==> config.mk <==
export PLATFORM = sky130hd
export DESIGN_NAME = movement_controller
export DESIGN_NICKNAME = d
export VERILOG_FILES = /design/src/rtl/movement_controller.sv
export SDC_FILE = /design/constraint.sdc
export NUM_CORES = 1
export LEC_CHECK = 0
export ABC_CLOCK_PERIOD_IN_PS = 4300
export CAP_MARGIN = 20
export CORE_UTILIZATION = 58
export CTS_CLUSTER_DIAMETER = 30
export DETAILED_ROUTE_END_ITERATION = 6
export MAX_ROUTING_LAYER = met4
export PLACE_DENSITY = 0.78
export SLEW_MARGIN = 20
export SYNTH_ARGS = -nofsm -noshare
export SYNTH_HDL_FRONTEND = slang
export SYNTH_SLANG_ARGS = --single-unit
==> constraint.sdc <==
create_clock -name Clk -period 4.3 [get_ports Clk]
set_input_delay 1.29 -clock Clk [delete_from_list [all_inputs] [get_ports Clk]]
set_output_delay 1.29 -clock Clk [all_outputs]
set_load 0.005 [all_outputs]
==> src/rtl/movement_controller.sv <==
// movement_controller
// Tile-locked overworld movement: turns the USB keycode into facing/walking
// state, advances the camera offsets once per video frame, and produces the
// walk animation phase.
//
// Ports
//   Clk, Reset        : system clock, synchronous active-high reset
//   VS                : VGA vertical sync (asynchronous), paces all movement
//   Keycode[7:0]      : USB HID keycode (W/A/S/D mapped, anything else = none)
//   Character_Moving  : high while walking
//   Direction[1:0]    : facing, 0=up 1=right 2=down 3=left
//   TopLeftX/Y[10:0]  : camera offsets
//   AnimFrame[1:0]    : walk animation phase
//   FrameTick         : one-cycle pulse per VS rising edge
module movement_controller #(
   parameter int TILE_PX     = 16,
   parameter int SPEED       = 1,
   parameter int TURN_FRAMES = 4,
   parameter int ANIM_DIV    = 4,
   parameter int INIT_X      = 100,
   parameter int INIT_Y      = 100,
   parameter int MAX_X       = 960,
   parameter int MAX_Y       = 720
) (
   input  logic        Clk,
   input  logic        Reset,
   input  logic        VS,
   input  logic [7:0]  Keycode,
   output logic        Character_Moving,
   output logic [1:0]  Direction,
   output logic [10:0] TopLeftX,
   output logic [10:0] TopLeftY,
   output logic [1:0]  AnimFrame,
   output logic        FrameTick
);

   localparam int SW = $clog2(TILE_PX + 1);
   localparam int TW = $clog2(TURN_FRAMES + 1);
   localparam int AW = $clog2(ANIM_DIV + 1);

   localparam logic [SW-1:0] SPEED_S   = SW'(SPEED);
   localparam logic [SW-1:0] TILE_S    = SW'(TILE_PX);
   localparam logic [TW-1:0] TURN_INIT = TW'(TURN_FRAMES - 1);
   localparam logic [AW-1:0] ANIM_LAST = AW'(ANIM_DIV - 1);
   localparam logic [10:0]   SPEED_P   = 11'(SPEED);
   localparam logic [11:0]   TILE12    = 12'(TILE_PX);
   localparam logic [11:0]   MAXX12    = 12'(MAX_X);
   localparam logic [11:0]   MAXY12    = 12'(MAX_Y);

   typedef enum logic [1:0] {S_IDLE, S_TURN, S_WALK} state_t;

   state_t         state_q, state_d;
   logic [1:0]     dir_q, dir_d;
   logic [10:0]    x_q, x_d, y_q, y_d;
   logic [SW-1:0]  step_q, step_d;
   logic [TW-1:0]  turn_q, turn_d;
   logic [AW-1:0]  div_q, div_d;
   logic [1:0]     anim_q, anim_d;
   logic           moving_q, moving_d;
   logic           vs_s1_q, vs_s2_q, vs_s3_q;
   logic           tick_q, tick_d;

   logic           key_valid;
   logic [1:0]     key_dir;

   // Widened to 12 bits so offset + tile never wraps.
   function automatic logic blocked(input logic [1:0] d, input logic [10:0] x,
                                    input logic [10:0] y);
      logic [11:0] x12, y12;
      x12 = {1'b0, x};
      y12 = {1'b0, y};
      case (d)
         2'd0:    blocked = y12 < TILE12;
         2'd1:    blocked = (x12 + TILE12) > MAXX12;
         2'd2:    blocked = (y12 + TILE12) > MAXY12;
         default: blocked = x12 < TILE12;
      endcase
   endfunction

   always_comb begin
      key_valid = 1'b1;
      key_dir   = 2'd0;
      case (Keycode)
         8'h1A:   key_dir = 2'd0;
         8'h07:   key_dir = 2'd1;
         8'h16:   key_dir = 2'd2;
         8'h04:   key_dir = 2'd3;
         default: key_valid = 1'b0;
      endcase
   end

   // Synchronizer stage 3 holds the previous synchronized VS for edge detect.
   assign tick_d = vs_s2_q & ~vs_s3_q;

   always_comb begin
      state_d  = state_q;
      dir_d    = dir_q;
      x_d      = x_q;
      y_d      = y_q;
      step_d   = step_q;
      turn_d   = turn_q;
      div_d    = div_q;
      anim_d   = anim_q;
      moving_d = moving_q;
      if (tick_q) begin
         case (state_q)
            S_IDLE: begin
               if (key_valid) begin
                  if (key_dir != dir_q) begin
                     dir_d   = key_dir;
                     turn_d  = TURN_INIT;
                     state_d = S_TURN;
                  end else if (!blocked(dir_q, x_q, y_q)) begin
                     step_d  = '0;
                     state_d = S_WALK;
                  end
               end
            end
            S_TURN: begin
               // Key changes here never retarget the facing direction.
               if (turn_q != '0) begin
                  turn_d = turn_q - 1'b1;
               end else if (key_valid && key_dir == dir_q && !blocked(dir_q, x_q, y_q)) begin
                  step_d  = '0;
                  state_d = S_WALK;
               end else begin
                  state_d = S_IDLE;
               end
            end
            S_WALK: begin
               case (dir_q)
                  2'd0:    y_d = y_q - SPEED_P;
                  2'd1:    x_d = x_q + SPEED_P;
                  2'd2:    y_d = y_q + SPEED_P;
                  default: x_d = x_q - SPEED_P;
               endcase
               // The key only matters at the tile boundary; mid-step it is ignored.
               if (step_q + SPEED_S == TILE_S) begin
                  step_d = '0;
                  if (key_valid && key_dir == dir_q && !blocked(dir_q, x_d, y_d)) begin
                     state_d = S_WALK;
                  end else if (key_valid && key_dir != dir_q) begin
                     dir_d   = key_dir;
                     turn_d  = TURN_INIT;
                     state_d = S_TURN;
                  end else begin
                     state_d = S_IDLE;
                  end
               end else begin
                  step_d = step_q + SPEED_S;
               end
            end
            default: state_d = S_IDLE;
         endcase

         // Animation only advances on ticks spent walking; entry tick keeps phase 0.
         if (state_d != S_WALK) begin
            div_d  = '0;
            anim_d = 2'd0;
         end else if (state_q == S_WALK) begin
            if (div_q == ANIM_LAST) begin
               div_d  = '0;
               anim_d = anim_q + 2'd1;
            end else begin
               div_d = div_q + 1'b1;
            end
         end
         moving_d = (state_d == S_WALK);
      end
   end

   always_ff @(posedge Clk) begin
      if (Reset) begin
         state_q  <= S_IDLE;
         dir_q    <= 2'd2;
         x_q      <= 11'(INIT_X);
         y_q      <= 11'(INIT_Y);
         step_q   <= '0;
         turn_q   <= '0;
         div_q    <= '0;
         anim_q   <= 2'd0;
         moving_q <= 1'b0;
         vs_s1_q  <= 1'b0;
         vs_s2_q  <= 1'b0;
         vs_s3_q  <= 1'b0;
         tick_q   <= 1'b0;
      end else begin
         state_q  <= state_d;
         dir_q    <= dir_d;
         x_q      <= x_d;
         y_q      <= y_d;
         step_q   <= step_d;
         turn_q   <= turn_d;
         div_q    <= div_d;
         anim_q   <= anim_d;
         moving_q <= moving_d;
         vs_s1_q  <= VS;
         vs_s2_q  <= vs_s1_q;
         vs_s3_q  <= vs_s2_q;
         tick_q   <= tick_d;
      end
   end

   assign Character_Moving = moving_q;
   assign Direction        = dir_q;
   assign TopLeftX         = x_q;
   assign TopLeftY         = y_q;
   assign AnimFrame        = anim_q;
   assign FrameTick        = tick_q;

endmodule
==> impl_metrics.toml <==
[pwr]
power.sequential.fraction = 0.538
clock_power_share = 0.421
combPwrFrac = 0.041
net-switching-power_w = 0.000168
vdd.ir_drop.worst_v = 0.000151
pwrdens_nw_per_um2 = 182
leakagePower_nw = 1.54
sw_frac_of_total = 0.220
cell_internal_pwr_w = 0.000595

[setup_path]
worst-path-max-fanout = 10
cp_data_required_time_ps = 4470
critical_path_arrival_ps = 4180
crit_path_cell_trace = "inv_1, nand2_1, buf_4, ha_1, a21oi_1, o211ai_1, a32o_1, a221oi_1, nand3_1, o311a_1, a2111oi_4, o21ai_2, nand4_1, a31oi_1"
critPathLaunchType = "flop"
cp_slowest_stage_delay_ps = 560
crit_slowest_cell = "sky130_fd_sc_hd__dfxtp_1"
path_class = "flop to flop"
critical_path_end_type = "flop"

[route]
wire_per_inst_um = 16.1
first_pass_iters = 5
first_iter_violations = 224
drt_wl_total_um = 9380
route.detailed.vias_per_inst = 6.34
post-route-drc-count = 0
detail-route-antenna-nets = 0
route.vias.total = 3687

[sta]
timing.fmax_mhz = 249
slew-limit-headroom = 0.577
report.final.hold_viol_count = 0
fin_hold_ws_ps = 390
report.final.setup_viol = 0
post-route-period-util = 0.933
report.final.slew_viol_count = 0
post-route-worst-setup-slack_ps = 290
fin_worst_skew_ps = 3.15
timing.final.crit_period_ps = 4010
tightest_slew_ps = 634

[yosys]
synthDominantAreaCellType = "sky130_fd_sc_hd__dfxtp_1"
mappedNetlistNets = 518
postSynth.asyncResetShare = 0
synth_cell_types = 64
synth-warning-count = 0
synth_edf_count = 0
most_used_flip_flop_cell_after_synthesis = "sky130_fd_sc_hd__dfxtp_1"
syn-mean-instance-area_um2 = 7.62
postSynthRegisterBits = 44
synth_area_leaders = "sky130_fd_sc_hd__dfxtp_1 24%, sky130_fd_sc_hd__ha_1 9.3%, sky130_fd_sc_hd__nand2_1 5.7%"
ys_seq_area_frac = 0.242
syn_area_um2 = 3640
netlist.area_leader.share = 0.242
post_synthesis_cell_count = 478

[final_layout]
mostFrequentLayoutCell = "sky130_fd_sc_hd__nand2_1"
antenna-diode-count = 0
multi_input_area_um2 = 2610
register_area_um2 = 881
final_cell_mix = "55 x sky130_fd_sc_hd__nand2_1, 52 x sky130_fd_sc_hd__nor2_1, 44 x sky130_fd_sc_hd__dfxtp_1, 38 x sky130_fd_sc_hd__clkdlybuf4s50_1, 37 x sky130_fd_sc_hd__a21oi_1"
syn_to_final_growth_pct = 14.8
fill_cells = 518
fin_nets = 546
proportion_of_layout_cells_with_a_drive_suffix_above_1 = 0.0454
instances_no_fill = 582

[clock_network]
cts.reportedPaths.clkPinSlew_ps = 90
clockRootBuffer = "sky130_fd_sc_hd__clkbuf_8"
clock_path_buffers = 2
cts_htree_levels = 2
post_cts_resize_count = 0
numClockSinks = 44
holdBufCountCts = 0
post_cts_setup_bufs = 0
clk-insertion-delay-late_ps = 290
cts_made_buffers = 5
tritoncts = "done"

[place]
place_worst_setup_slack_ps = 60.0
dp_cells = 574
port-buffer-count = 38
gpl.final_weighted_congestion = 0.899
place.detailed.hpwl_um = 6960

[global_route]
grt_pass1_wl_um = 14900
grt_overflow = 0
antenna_found_initial = 0
grt_start_max_net_pins = 39
vias_in_the_first_global_route = 3253
track_usage = 0.297

[floorplan]
initial_core_utilization = 0.608
core.rowCount = 28
die-height_um = 81.2
ios = 39
design.core.area_um2 = 5990
fp.dieArea_um2 = 6600
fp.dieW_um = 81.2

[worst_hold_path]
hold_path.class = "flop to flop"

[run_status]
run_status = "completed"

[job]
max_cap_viol_count = 0
-- final cells by class --
type / instances / share of cell area
clock inverter: 3 / 0.0102
inverter: 19 / 0.0171
tap: 75 / 0.0224
clock buffer: 5 / 0.0165
sequential: 44 / 0.211
multi-input combinational: 394 / 0.625
timing repair buffer: 42 / 0.0981
-- worst paths after layout --
path | to | slack [ps] | cells past startpoint | start
worst max-delay path | div_q[0] | 290 | 14 | Direction[1]
worst min-delay path | FrameTick | 390 | 1 | vs_s3_q
worst max register to register | div_q[0] | 290 | 14 | Direction[1]
worst min register to register | FrameTick | 390 | 1 | vs_s3_q
-- registers in the layout, indices dropped and copies added (netlist names) --
signal and count:
vs_s1_q 1, AnimFrame 2, Direction 2, vs_s2_q 1, step_q 5, turn_q 3, TopLeftX 11, Character_Moving 1
div_q 3, vs_s3_q 1, TopLeftY 11, FrameTick 1, state_q 2
-- power groups by stage --
stage	logic, W	registers (W)	clock network (W)
detailed placement	0.0000313	0.000420	0
global route	0.0000343	0.000410	0.000341
finish	0.0000316	0.000410	0.000321
floorplan	0.0000156	0.000418	0
CTS	0.0000315	0.000410	0.000322
global placement	0.0000302	0.000419	0
-- worst max-delay path, delay by kind of cell, from the launching register on --
family | cells | cell delay [ps]
compound gates | 8 | 2040
simple gates | 3 | 630
flops | 1 | 560
buf+inv | 2 | 330
fa+ha+maj | 1 | 310
-- Yosys cell counts, types with 3 or more instances --
cell type                   n
sky130_fd_sc_hd__clkbuf_1  18
sky130_fd_sc_hd__and3b_1    3
sky130_fd_sc_hd__a311oi_1   3
sky130_fd_sc_hd__a211oi_1  11
sky130_fd_sc_hd__a21boi_0   3
sky130_fd_sc_hd__ha_1      27
sky130_fd_sc_hd__nand3b_1   5
sky130_fd_sc_hd__nand2b_1  13
sky130_fd_sc_hd__inv_1     18
sky130_fd_sc_hd__o31ai_1    3
sky130_fd_sc_hd__dfxtp_1   44
sky130_fd_sc_hd__o21ai_0   15
sky130_fd_sc_hd__nor2_1    52
sky130_fd_sc_hd__o211ai_1  12
sky130_fd_sc_hd__xor2_1     9
sky130_fd_sc_hd__nand3_1   14
sky130_fd_sc_hd__mux2i_1    5
sky130_fd_sc_hd__nand2_1   55
sky130_fd_sc_hd__a21o_1     7
sky130_fd_sc_hd__a2111o_1   3
sky130_fd_sc_hd__a21oi_1   37
sky130_fd_sc_hd__or3_1      3
sky130_fd_sc_hd__nor4b_1    5
sky130_fd_sc_hd__nor3b_1    5
sky130_fd_sc_hd__and4b_1    3
sky130_fd_sc_hd__a211o_1    3
sky130_fd_sc_hd__a31oi_1    9
sky130_fd_sc_hd__nand4_1   12
sky130_fd_sc_hd__and3_1     4
sky130_fd_sc_hd__nor4_1     8
sky130_fd_sc_hd__xnor2_1   10
sky130_fd_sc_hd__nor2b_1    8
sky130_fd_sc_hd__nor3_1    10
-- per-layer routing --
metal / part of all wire / routed length, µm / GRT usage
met5: 0 / 0 / -
met3: 0.042 / 391 / 0.0360
met1: 0.47 / 4370 / 0.383
met2: 0.48 / 4480 / 0.483
met4: 0.015 / 138 / 0.0875
-- logic make-up (layout without fill, tap and decap cells) --
logic type	Yosys count	in the layout	synth area share
buffers and inverters	40	69	0.0416
AOI/OAI and AO/OA	134	134	0.265
muxes	5	5	0.0137
and+or+nand+nor	207	207	0.288
adders and majority gates	29	29	0.104
DFF	44	44	0.242
xor gates and xnor gates	19	19	0.0457
-- through the flow --
step,total power [W],cell area [µm²],TNS [ps],utilization
floorplan,0.000434,3640,0,-
global placement,0.000450,4070,0,0.679
detailed placement,0.000451,4070,0,0.679
CTS,0.000763,4180,0,0.697
global route,0.000786,4180,-10.1,0.698
finish,0.000763,4180,0,0.698
Power figures use the tool's default switching activity.
